===== config.mk =====
export PLATFORM = sky130hd
export DESIGN_NAME = reg_bus_arb
export DESIGN_NICKNAME = d
export VERILOG_FILES = /design/src/rtl/reg_arb_pkg.sv /design/src/rtl/reg_arb_tmo.sv /design/src/rtl/reg_bus_arb.sv
export SDC_FILE = /design/constraint.sdc
export NUM_CORES = 1
export LEC_CHECK = 0
export BUFFER_PORTS_ARGS = -buffer_cell sky130_fd_sc_hd__buf_2
export CORE_ASPECT_RATIO = 0.8
export CORE_UTILIZATION = 49
export CTS_CLUSTER_SIZE = 28
export DETAILED_ROUTE_END_ITERATION = 8
export PLACE_DENSITY = 0.84
export SYNTH_ARGS = -nofsm -noshare
export SYNTH_HDL_FRONTEND = slang
export SYNTH_SLANG_ARGS = --single-unit

===== constraint.sdc =====
create_clock -name clk -period 4.5 [get_ports clk]
set_clock_uncertainty 0.1 [all_clocks]
set_input_delay 0.45 -clock clk [delete_from_list [all_inputs] [get_ports clk]]
set_output_delay 0.45 -clock clk [all_outputs]
set_load 0.05 [all_outputs]

===== src/rtl/reg_arb_pkg.sv =====
// Shared types and defaults for the two-requester register bus arbiter.
package reg_arb_pkg;

    typedef enum logic [1:0] {
        IDLE  = 2'd0,
        GRANT = 2'd1,
        RESP  = 2'd2
    } state_t;

    localparam int          ADDR_W_DEF    = 16;
    localparam int          DATA_W_DEF    = 32;
    localparam logic [31:0] TMO_RDATA_DEF = 32'hDEAD_BEEF;

    // Bits needed to count from 0 up to and including max_val.
    function automatic int cnt_width(input int max_val);
        return (max_val < 2) ? 1 : $clog2(max_val + 1);
    endfunction

endpackage


===== src/rtl/reg_arb_tmo.sv =====
// Bus watchdog: counts cycles of an outstanding bus request and flags when
// the count has reached TIMEOUT. The counter saturates at TIMEOUT.
module reg_arb_tmo
    import reg_arb_pkg::*;
#(
    parameter int TIMEOUT = 255
) (
    input  logic clk,
    input  logic rst,
    input  logic clr,
    input  logic en,
    output logic expired
);

    localparam int            CW    = cnt_width(TIMEOUT);
    localparam logic [CW-1:0] LIMIT = CW'(TIMEOUT);

    logic [CW-1:0] cnt;

    // Clear on a fresh grant, otherwise count while enabled up to the limit.
    always_ff @(posedge clk) begin
        if (rst || clr) begin
            cnt <= '0;
        end else if (en && !expired) begin
            cnt <= cnt + CW'(1);
        end
    end

    assign expired = (cnt == LIMIT);

endmodule


===== src/rtl/reg_bus_arb.sv =====
// Round-robin arbiter between the SPI command decoder (s0) and the local
// housekeeping sequencer (s1) for the internal register bus. One transaction
// in flight; a stalled slave is answered with a timeout response.
// Optional macro REG_ARB_LOCK_EN adds s0_lock/s1_lock so a requester can keep
// the bus across a burst of back-to-back transactions.
module reg_bus_arb
    import reg_arb_pkg::*;
#(
    parameter int          ADDR_W    = ADDR_W_DEF,
    parameter int          DATA_W    = DATA_W_DEF,
    parameter int          TIMEOUT   = 255,
    parameter logic [31:0] TMO_RDATA = TMO_RDATA_DEF
) (
    input  logic              clk,
    input  logic              rst,
    input  logic              s0_req,
    input  logic              s0_wr,
    input  logic [ADDR_W-1:0] s0_addr,
    input  logic [DATA_W-1:0] s0_wdata,
    output logic              s0_ack,
    output logic [DATA_W-1:0] s0_rdata,
    output logic              s0_err,
    input  logic              s1_req,
    input  logic              s1_wr,
    input  logic [ADDR_W-1:0] s1_addr,
    input  logic [DATA_W-1:0] s1_wdata,
    output logic              s1_ack,
    output logic [DATA_W-1:0] s1_rdata,
    output logic              s1_err,
`ifdef REG_ARB_LOCK_EN
    input  logic              s0_lock,
    input  logic              s1_lock,
`endif
    output logic              m_req,
    output logic              m_wr,
    output logic [ADDR_W-1:0] m_addr,
    output logic [DATA_W-1:0] m_wdata,
    input  logic              m_ack,
    input  logic [DATA_W-1:0] m_rdata,
    output logic              busy
);

    localparam logic [DATA_W-1:0] TMO_VAL = DATA_W'(TMO_RDATA);

    state_t            state, state_n;
    logic              last_grant;   // also identifies the owner of the current transaction
    logic              grant;
    logic              sel;
    logic              done;
    logic              tmo_clr, tmo_en, expired;
    logic              lock_hold;
    logic              rsp_err;
    logic [DATA_W-1:0] rsp_data;

    reg_arb_tmo #(.TIMEOUT(TIMEOUT)) u_tmo (
        .clk     (clk),
        .rst     (rst),
        .clr     (tmo_clr),
        .en      (tmo_en),
        .expired (expired)
    );

`ifdef REG_ARB_LOCK_EN
    logic lock_q;

    // Capture the owner's lock request during the response cycle; any IDLE
    // cycle consumes or releases it.
    always_ff @(posedge clk) begin
        if (rst) begin
            lock_q <= 1'b0;
        end else if (state == RESP) begin
            lock_q <= last_grant ? s1_lock : s0_lock;
        end else if (state == IDLE) begin
            lock_q <= 1'b0;
        end
    end

    assign lock_hold = lock_q && (last_grant ? s1_req : s0_req);
`else
    assign lock_hold = 1'b0;
`endif

    // Next-state, arbitration and watchdog control.
    always_comb begin
        state_n  = state;
        grant    = 1'b0;
        sel      = last_grant;
        done     = 1'b0;
        tmo_clr  = 1'b0;
        tmo_en   = 1'b0;
        rsp_err  = !m_ack;
        rsp_data = m_wr ? '0 : (m_ack ? m_rdata : TMO_VAL);
        case (state)
            IDLE: begin
                if (s0_req || s1_req) begin
                    grant   = 1'b1;
                    tmo_clr = 1'b1;
                    state_n = GRANT;
                    if (lock_hold)            sel = last_grant;
                    else if (s0_req && s1_req) sel = ~last_grant;
                    else                      sel = s1_req;
                end
            end
            GRANT: begin
                if (m_ack || expired) begin
                    done    = 1'b1;
                    state_n = RESP;
                end else begin
                    tmo_en = 1'b1;
                end
            end
            RESP:    state_n = IDLE;
            default: state_n = IDLE;
        endcase
    end

    // State register.
    always_ff @(posedge clk) begin
        if (rst) state <= IDLE;
        else     state <= state_n;
    end

    // Registered bus and requester outputs.
    always_ff @(posedge clk) begin
        if (rst) begin
            busy       <= 1'b0;
            last_grant <= 1'b1;
            m_req      <= 1'b0;
            m_wr       <= 1'b0;
            m_addr     <= '0;
            m_wdata    <= '0;
            s0_ack     <= 1'b0;
            s0_rdata   <= '0;
            s0_err     <= 1'b0;
            s1_ack     <= 1'b0;
            s1_rdata   <= '0;
            s1_err     <= 1'b0;
        end else begin
            busy   <= (state_n != IDLE);
            s0_ack <= 1'b0;
            s1_ack <= 1'b0;
            if (grant) begin
                last_grant <= sel;
                m_req      <= 1'b1;
                m_wr       <= sel ? s1_wr    : s0_wr;
                m_addr     <= sel ? s1_addr  : s0_addr;
                m_wdata    <= sel ? s1_wdata : s0_wdata;
            end
            if (done) begin
                m_req <= 1'b0;
                if (last_grant) begin
                    s1_ack   <= 1'b1;
                    s1_rdata <= rsp_data;
                    s1_err   <= rsp_err;
                end else begin
                    s0_ack   <= 1'b1;
                    s0_rdata <= rsp_data;
                    s0_err   <= rsp_err;
                end
            end
        end
    end

endmodule

==> Word-level counts from Yosys, hierarchy flattened <==
Cells that the tools add are included.
{ "totals": {"reg_bits": 130, "inputBits": 135, "out_inout_bits": 119, "wordCells": 51} }
{ "classes": {"addsub": 1, "eq_ne": 2, "muxes": 19, "n_bitwise": 2, "reduce_logical": 13} }
{ "op_table": {"columns": ["operator", "count"], "rows": [
  ["2-to-1 mux 32 bit", 3],
  ["2-to-1 mux 16 bit", 1],
  ["2-to-1 mux 1 bit", 12],
  ["adder 8 x 1 -> 8 bit, second input constant", 1],
  ["equality test 8 bit, second input constant", 1],
  ["2-to-1 mux 2 bit", 2],
  ["one-hot mux 2 bit (2 select lines)", 1],
  ["AND reduction 2 bit", 2],
  ["OR reduction 2 bit", 2],
  ["logical OR 1 bit", 3],
  ["equality test 2 x 1 -> 1 bit, second input constant", 1],
  ["logical AND 1 bit", 2],
  ["zero test 1 bit", 2],
  ["zero test 2 bit", 1],
  ["inverter 1 bit", 2],
  ["nonzero test 2 bit", 1]
]} }

==> Logic depth before layout (Yosys ltp) <==
{ "logic_depth": {"depth_word": 6, "mapped_depth": 7, "depth_no_buf": 5} }

==> Cells and area by module <==
A second synthesis with hierarchy kept.
{ "unflattened": {"hier_cells": 537, "hier_area_um2": 5893.2} }
{ "by_module_without_submodules": {"columns": ["module", "n_inst", "cells_per_inst", "area_each_um2", "seq_area_each_um2"], "rows": [
  ["reg_bus_arb", 1, 488, 5467.7, 2442.3],
  ["reg_arb_tmo", 1, 49, 425.4, 160.2]
]} }

==> Least setup slack after synthesis <==
OpenSTA, ideal clock, no wires.
{ "synth_timing": {"kind": "register to register", "startpoint": "reg u_tmo.cnt[0]", "endpoint": "reg s1_rdata[0]", "setup_time_ps": 125, "arrival_time_ps": 1504, "required_ps": 4275, "setup_slack_ps": 2771, "stages_incl_launch_ff": 8, "period_less_slack_ps": 1729, "cell_sequence": "dfxtp_1 -> ha_1 -> nand4_1 -> o21ai_0 -> nand3_1 -> buf_4 -> buf_6 -> mux2i_1"} }
{ "synth_via": {"elab_chain_cells": 5} }
{ "synth_rtl": {"columns": ["element", "line_no", "source"], "rows": [
  ["start, declared", "reg_arb_tmo.sv:18", "logic [CW-1:0] cnt;"],
  ["start signal, assigned", "reg_arb_tmo.sv:25", "cnt <= cnt + CW'(1);"],
  ["equality test 8 bit", "reg_arb_tmo.sv:29", "assign expired = (cnt == LIMIT);"],
  ["logical OR 1 bit", "reg_bus_arb.sv:105", "if (m_ack || expired) begin"],
  ["2-to-1 mux 1 bit", "reg_bus_arb.sv:105", null],
  ["2-to-1 mux 1 bit", "reg_bus_arb.sv:93", "case (state)"],
  ["AND reduction 2 bit (no line)", null, null],
  ["end signal, assigned", "reg_bus_arb.sv:153", "s1_rdata <= rsp_data;"],
  ["end, declared", "reg_bus_arb.sv:28", "output logic [DATA_W-1:0] s1_rdata,"]
]} }
No other way between the ends.
A chain may end at the register's enable or synchronous reset.

==> Worst setup path in the final report <==
{ "layout_timing": {"startpoint": "reg u_tmo.cnt[1]", "endpoint": "reg s1_rdata[10]"} }
Same word-level chain as after synthesis.

==> impl_metrics.env <==
export IMPL_syn_num_nets=740
export IMPL_max_cap_viol_count=0
export IMPL_timing_hold_worst_class="input pin to flip-flop"
export IMPL_cts_repair_resized=0
export IMPL_timing_final_crit_period_ns=2.84
export IMPL_grt_pass1_vias=4915
export IMPL_area_of_the_multi_input_gates_sq_um=2540
export IMPL_slew_limit_headroom_pct=24.9
export IMPL_tritoncts_clock_tree="done"
export IMPL_grt_start_max_net_pins=90
export IMPL_synth_cells=604
export IMPL_routabilityCongestion=0.836
export IMPL_finalCritPeriodShare_pct=63.2
export IMPL_yosys_synthesis_warning_count=0
export IMPL_critical_path_max_fanout=34
export IMPL_count_of_boundary_i_o_pins=254
export IMPL_final_seq_area_sq_um=2600
export IMPL_detailedPlacementHpwl_microns=9870
export IMPL_crit_required_ns=4.69
export IMPL_timing_final_hold_violations=0
export IMPL_clock_insertion_delay_worst_skew_ns=0.40
export IMPL_cts_hold_buffers_added=0
export IMPL_grt_util_all_layers_pct=25.2
export IMPL_m1WireLength_microns=6160
export IMPL_wl_met2_microns=7140
export IMPL_cts_buffers_inserted=17
export IMPL_final_hold_worst_slack_ns=0.204
export IMPL_floorplan_initialDensity_pct=51.7
export IMPL_synth_async_reset_ratio_pct=0
export IMPL_clock_sinks=130
export IMPL_layoutNonFillerInstCount=985
export IMPL_total_leakage_power_nw=3.74
export IMPL_rows=33
export IMPL_layout_cells_sized_above_1_pct=36.7
export IMPL_num_antenna_cells=0
export IMPL_power_density_cell_area_nw_per_um2=478
export IMPL_dr_total_vias=5158
export IMPL_post_route_drc_count=0
export IMPL_grt_setup_unrepaired="false"
export IMPL_ff2ff_setup_slack_ns=1.66
export IMPL_flow_area_growth_from_synthesis_pct=34.3
export IMPL_route_met3_wl_microns=812
export IMPL_wire_per_inst_microns=14.8
export IMPL_setup_tns_final_ns=0
export IMPL_max_clock_path_buffers=2
export IMPL_die_y_microns=96.1
export IMPL_finalSetupViolations=0
export IMPL_timing_final_max_slew_violations=0
export IMPL_antenna_left=0
export IMPL_nets=968
export IMPL_run_status="finished, final reports clean"
export IMPL_synth_seq_area_share_pct=48.0
export IMPL_port_buffers=253
export IMPL_syn_avg_cell_area_sq_um=8.98
export IMPL_clk_root_buffer_cell="sky130_fd_sc_hd__clkbuf_16"
export IMPL_grt_pass1_wl_microns=22900
export IMPL_synth_flop_cell="sky130_fd_sc_hd__dfxtp_1"
export IMPL_cp_data_arrival_time_ns=3.04
export IMPL_chipWidth_microns=120
export IMPL_critPathCaptureType="flip-flop"
export IMPL_cts_max_level=4
export IMPL_grt_overflow_total=0
export IMPL_finalPower_mw=3.48
export IMPL_die_area_sq_um=11500
export IMPL_initialDrtViolationCount=244
export IMPL_worst_setup_path_category="flip-flop to flip-flop"
export IMPL_cts_setup_buffers=0
export IMPL_final_core_density_pct=69.4
export IMPL_cts_clk_slew_worst_paths_ns=0.06
export IMPL_ir_drop_uv=332
export IMPL_max_freq_mhz=352
export IMPL_synth_enable_flop_cells=0
export IMPL_synth_cell_area_sq_um=5420
export IMPL_synth_seq_cells=130
export IMPL_grt_antenna_before_repair=1
export IMPL_worst_slew_pin_transition_ns=1.13
export IMPL_placed_cells=953
export IMPL_finalWirelength_microns=14600
export IMPL_detailedRoute_firstPassIterationCount=4
export IMPL_setup_worst_path_start_class="flip-flop"
export IMPL_post_drt_via_cell_ratio=5.24
export IMPL_fillCellCount=851
export IMPL_route_top_layer_used="met5"
export IMPL_yosysUniqueCellTypes=38
export IMPL_design_core_area_sq_um=10500
layer usage:
metal | vias to the layer above | GRT usage, %
met5 | - | 0
met4 | 2 | 12.3
met3 | 39 | 6.69
met2 | 179 | 42.5
met1 | 2388 | 30.2
li1 | 2550 | -
metrics by stage:
stage / setup slack (ns) / area [sq um]
global route: 1.46 / 7280
global placement: 1.89 / 6650
detailed placement: 1.72 / 6650
floorplan: 2.77 / 5420
finish: 1.66 / 7280
CTS: 1.65 / 7280
synthesized netlist by cell type, types with 3 or more instances:
cell | number | area [sq um]
sky130_fd_sc_hd__buf_2 | 14 | 70.1
sky130_fd_sc_hd__o211ai_1 | 26 | 195
sky130_fd_sc_hd__mux2i_1 | 67 | 671
sky130_fd_sc_hd__dfxtp_1 | 130 | 2600
sky130_fd_sc_hd__a311oi_2 | 10 | 150
sky130_fd_sc_hd__clkbuf_1 | 25 | 93.8
sky130_fd_sc_hd__a311oi_1 | 39 | 342
sky130_fd_sc_hd__nand3_1 | 3 | 15.0
sky130_fd_sc_hd__nand2_1 | 176 | 661
sky130_fd_sc_hd__a21oi_1 | 4 | 20.0
sky130_fd_sc_hd__buf_6 | 8 | 90.1
sky130_fd_sc_hd__inv_1 | 4 | 15.0
sky130_fd_sc_hd__nor2_1 | 63 | 236
sky130_fd_sc_hd__o21ai_0 | 5 | 25.0
sequential cells by signal, indices dropped and copies added, names as in the netlist:
| name | count |
|---|---|
| busy | 1 |
| last_grant | 1 |
| m_addr | 16 |
| m_req | 1 |
| m_wdata | 32 |
| m_wr | 1 |
| s0_ack | 1 |
| s0_err | 1 |
| s0_rdata | 32 |
| s1_ack | 1 |
| s1_err | 1 |
| s1_rdata | 32 |
| state | 2 |
| u_tmo.cnt | 8 |
layout by cell type, fill, tap and decap left out, types with 2 or more instances in the layout:
cell type	n
sky130_fd_sc_hd__buf_2	253
sky130_fd_sc_hd__nand2_1	176
sky130_fd_sc_hd__dfxtp_1	130
sky130_fd_sc_hd__mux2i_1	67
sky130_fd_sc_hd__nor2_1	62
sky130_fd_sc_hd__a311oi_1	39
sky130_fd_sc_hd__o211ai_1	26
sky130_fd_sc_hd__clkbuf_16	17
sky130_fd_sc_hd__a311oi_2	10
sky130_fd_sc_hd__clkinv_4	6
sky130_fd_sc_hd__buf_4	6
sky130_fd_sc_hd__o21ai_0	5
sky130_fd_sc_hd__inv_1	4
sky130_fd_sc_hd__a21oi_1	4
sky130_fd_sc_hd__bufinv_16	4
sky130_fd_sc_hd__clkinvlp_4	3
sky130_fd_sc_hd__inv_2	2
sky130_fd_sc_hd__nand4_1	2
sky130_fd_sc_hd__nand3_1	2
sky130_fd_sc_hd__nor2b_1	2
sky130_fd_sc_hd__nor3b_1	2
sky130_fd_sc_hd__or3_1	2
where the power goes:
part	switching [mW]	internal [mW]	leakage, nW
sequential	0.0445	1.23	1.06
combinational	0.537	0.205	2.38
clock	0.527	0.933	0.300
cells by family (layout without fill, tap and decap cells):
| family | Yosys count | count (layout) | synth area share [%] |
|---|---|---|---|
| AOI/OAI and AO/OA | 89 | 89 | 14.2 |
| xor gates and xnor gates | 1 | 1 | 0.162 |
| adders and majority gates | 1 | 1 | 0.231 |
| buffers and inverters | 56 | 297 | 5.45 |
| DFF | 130 | 130 | 48.0 |
| muxes | 69 | 69 | 13.0 |
| and+or+nand+nor | 258 | 258 | 18.9 |
final timing paths:
kind                      from      endpoint  cells past startpoint
setup / recovery  u_tmo.cnt[1]  s1_rdata[10]                      5
hold / removal    s1_wdata[19]   m_wdata[19]                      3
setup reg to reg  u_tmo.cnt[1]  s1_rdata[10]                      5
hold reg to reg         s1_err        s1_err                      2
area by class of cell:
type / count / area share, %
well taps: 140 / 2.41
clock inverters: 15 / 2.87
multi-input cells: 418 / 34.8
clock buffers: 17 / 5.84
repair buffers: 259 / 18.0
inverters: 6 / 0.309
flip-flops and latches: 130 / 35.7
worst max-delay path: stages, from the launching register on:
cell                      delay, ns
sky130_fd_sc_hd__dfxtp_1       0.37
sky130_fd_sc_hd__ha_1          0.20
sky130_fd_sc_hd__nand4_1       0.22
sky130_fd_sc_hd__o21ai_0       0.41
sky130_fd_sc_hd__nand3_2       0.94
sky130_fd_sc_hd__mux2i_1       0.48
Note: power is estimated with default switching activity, not from simulation.
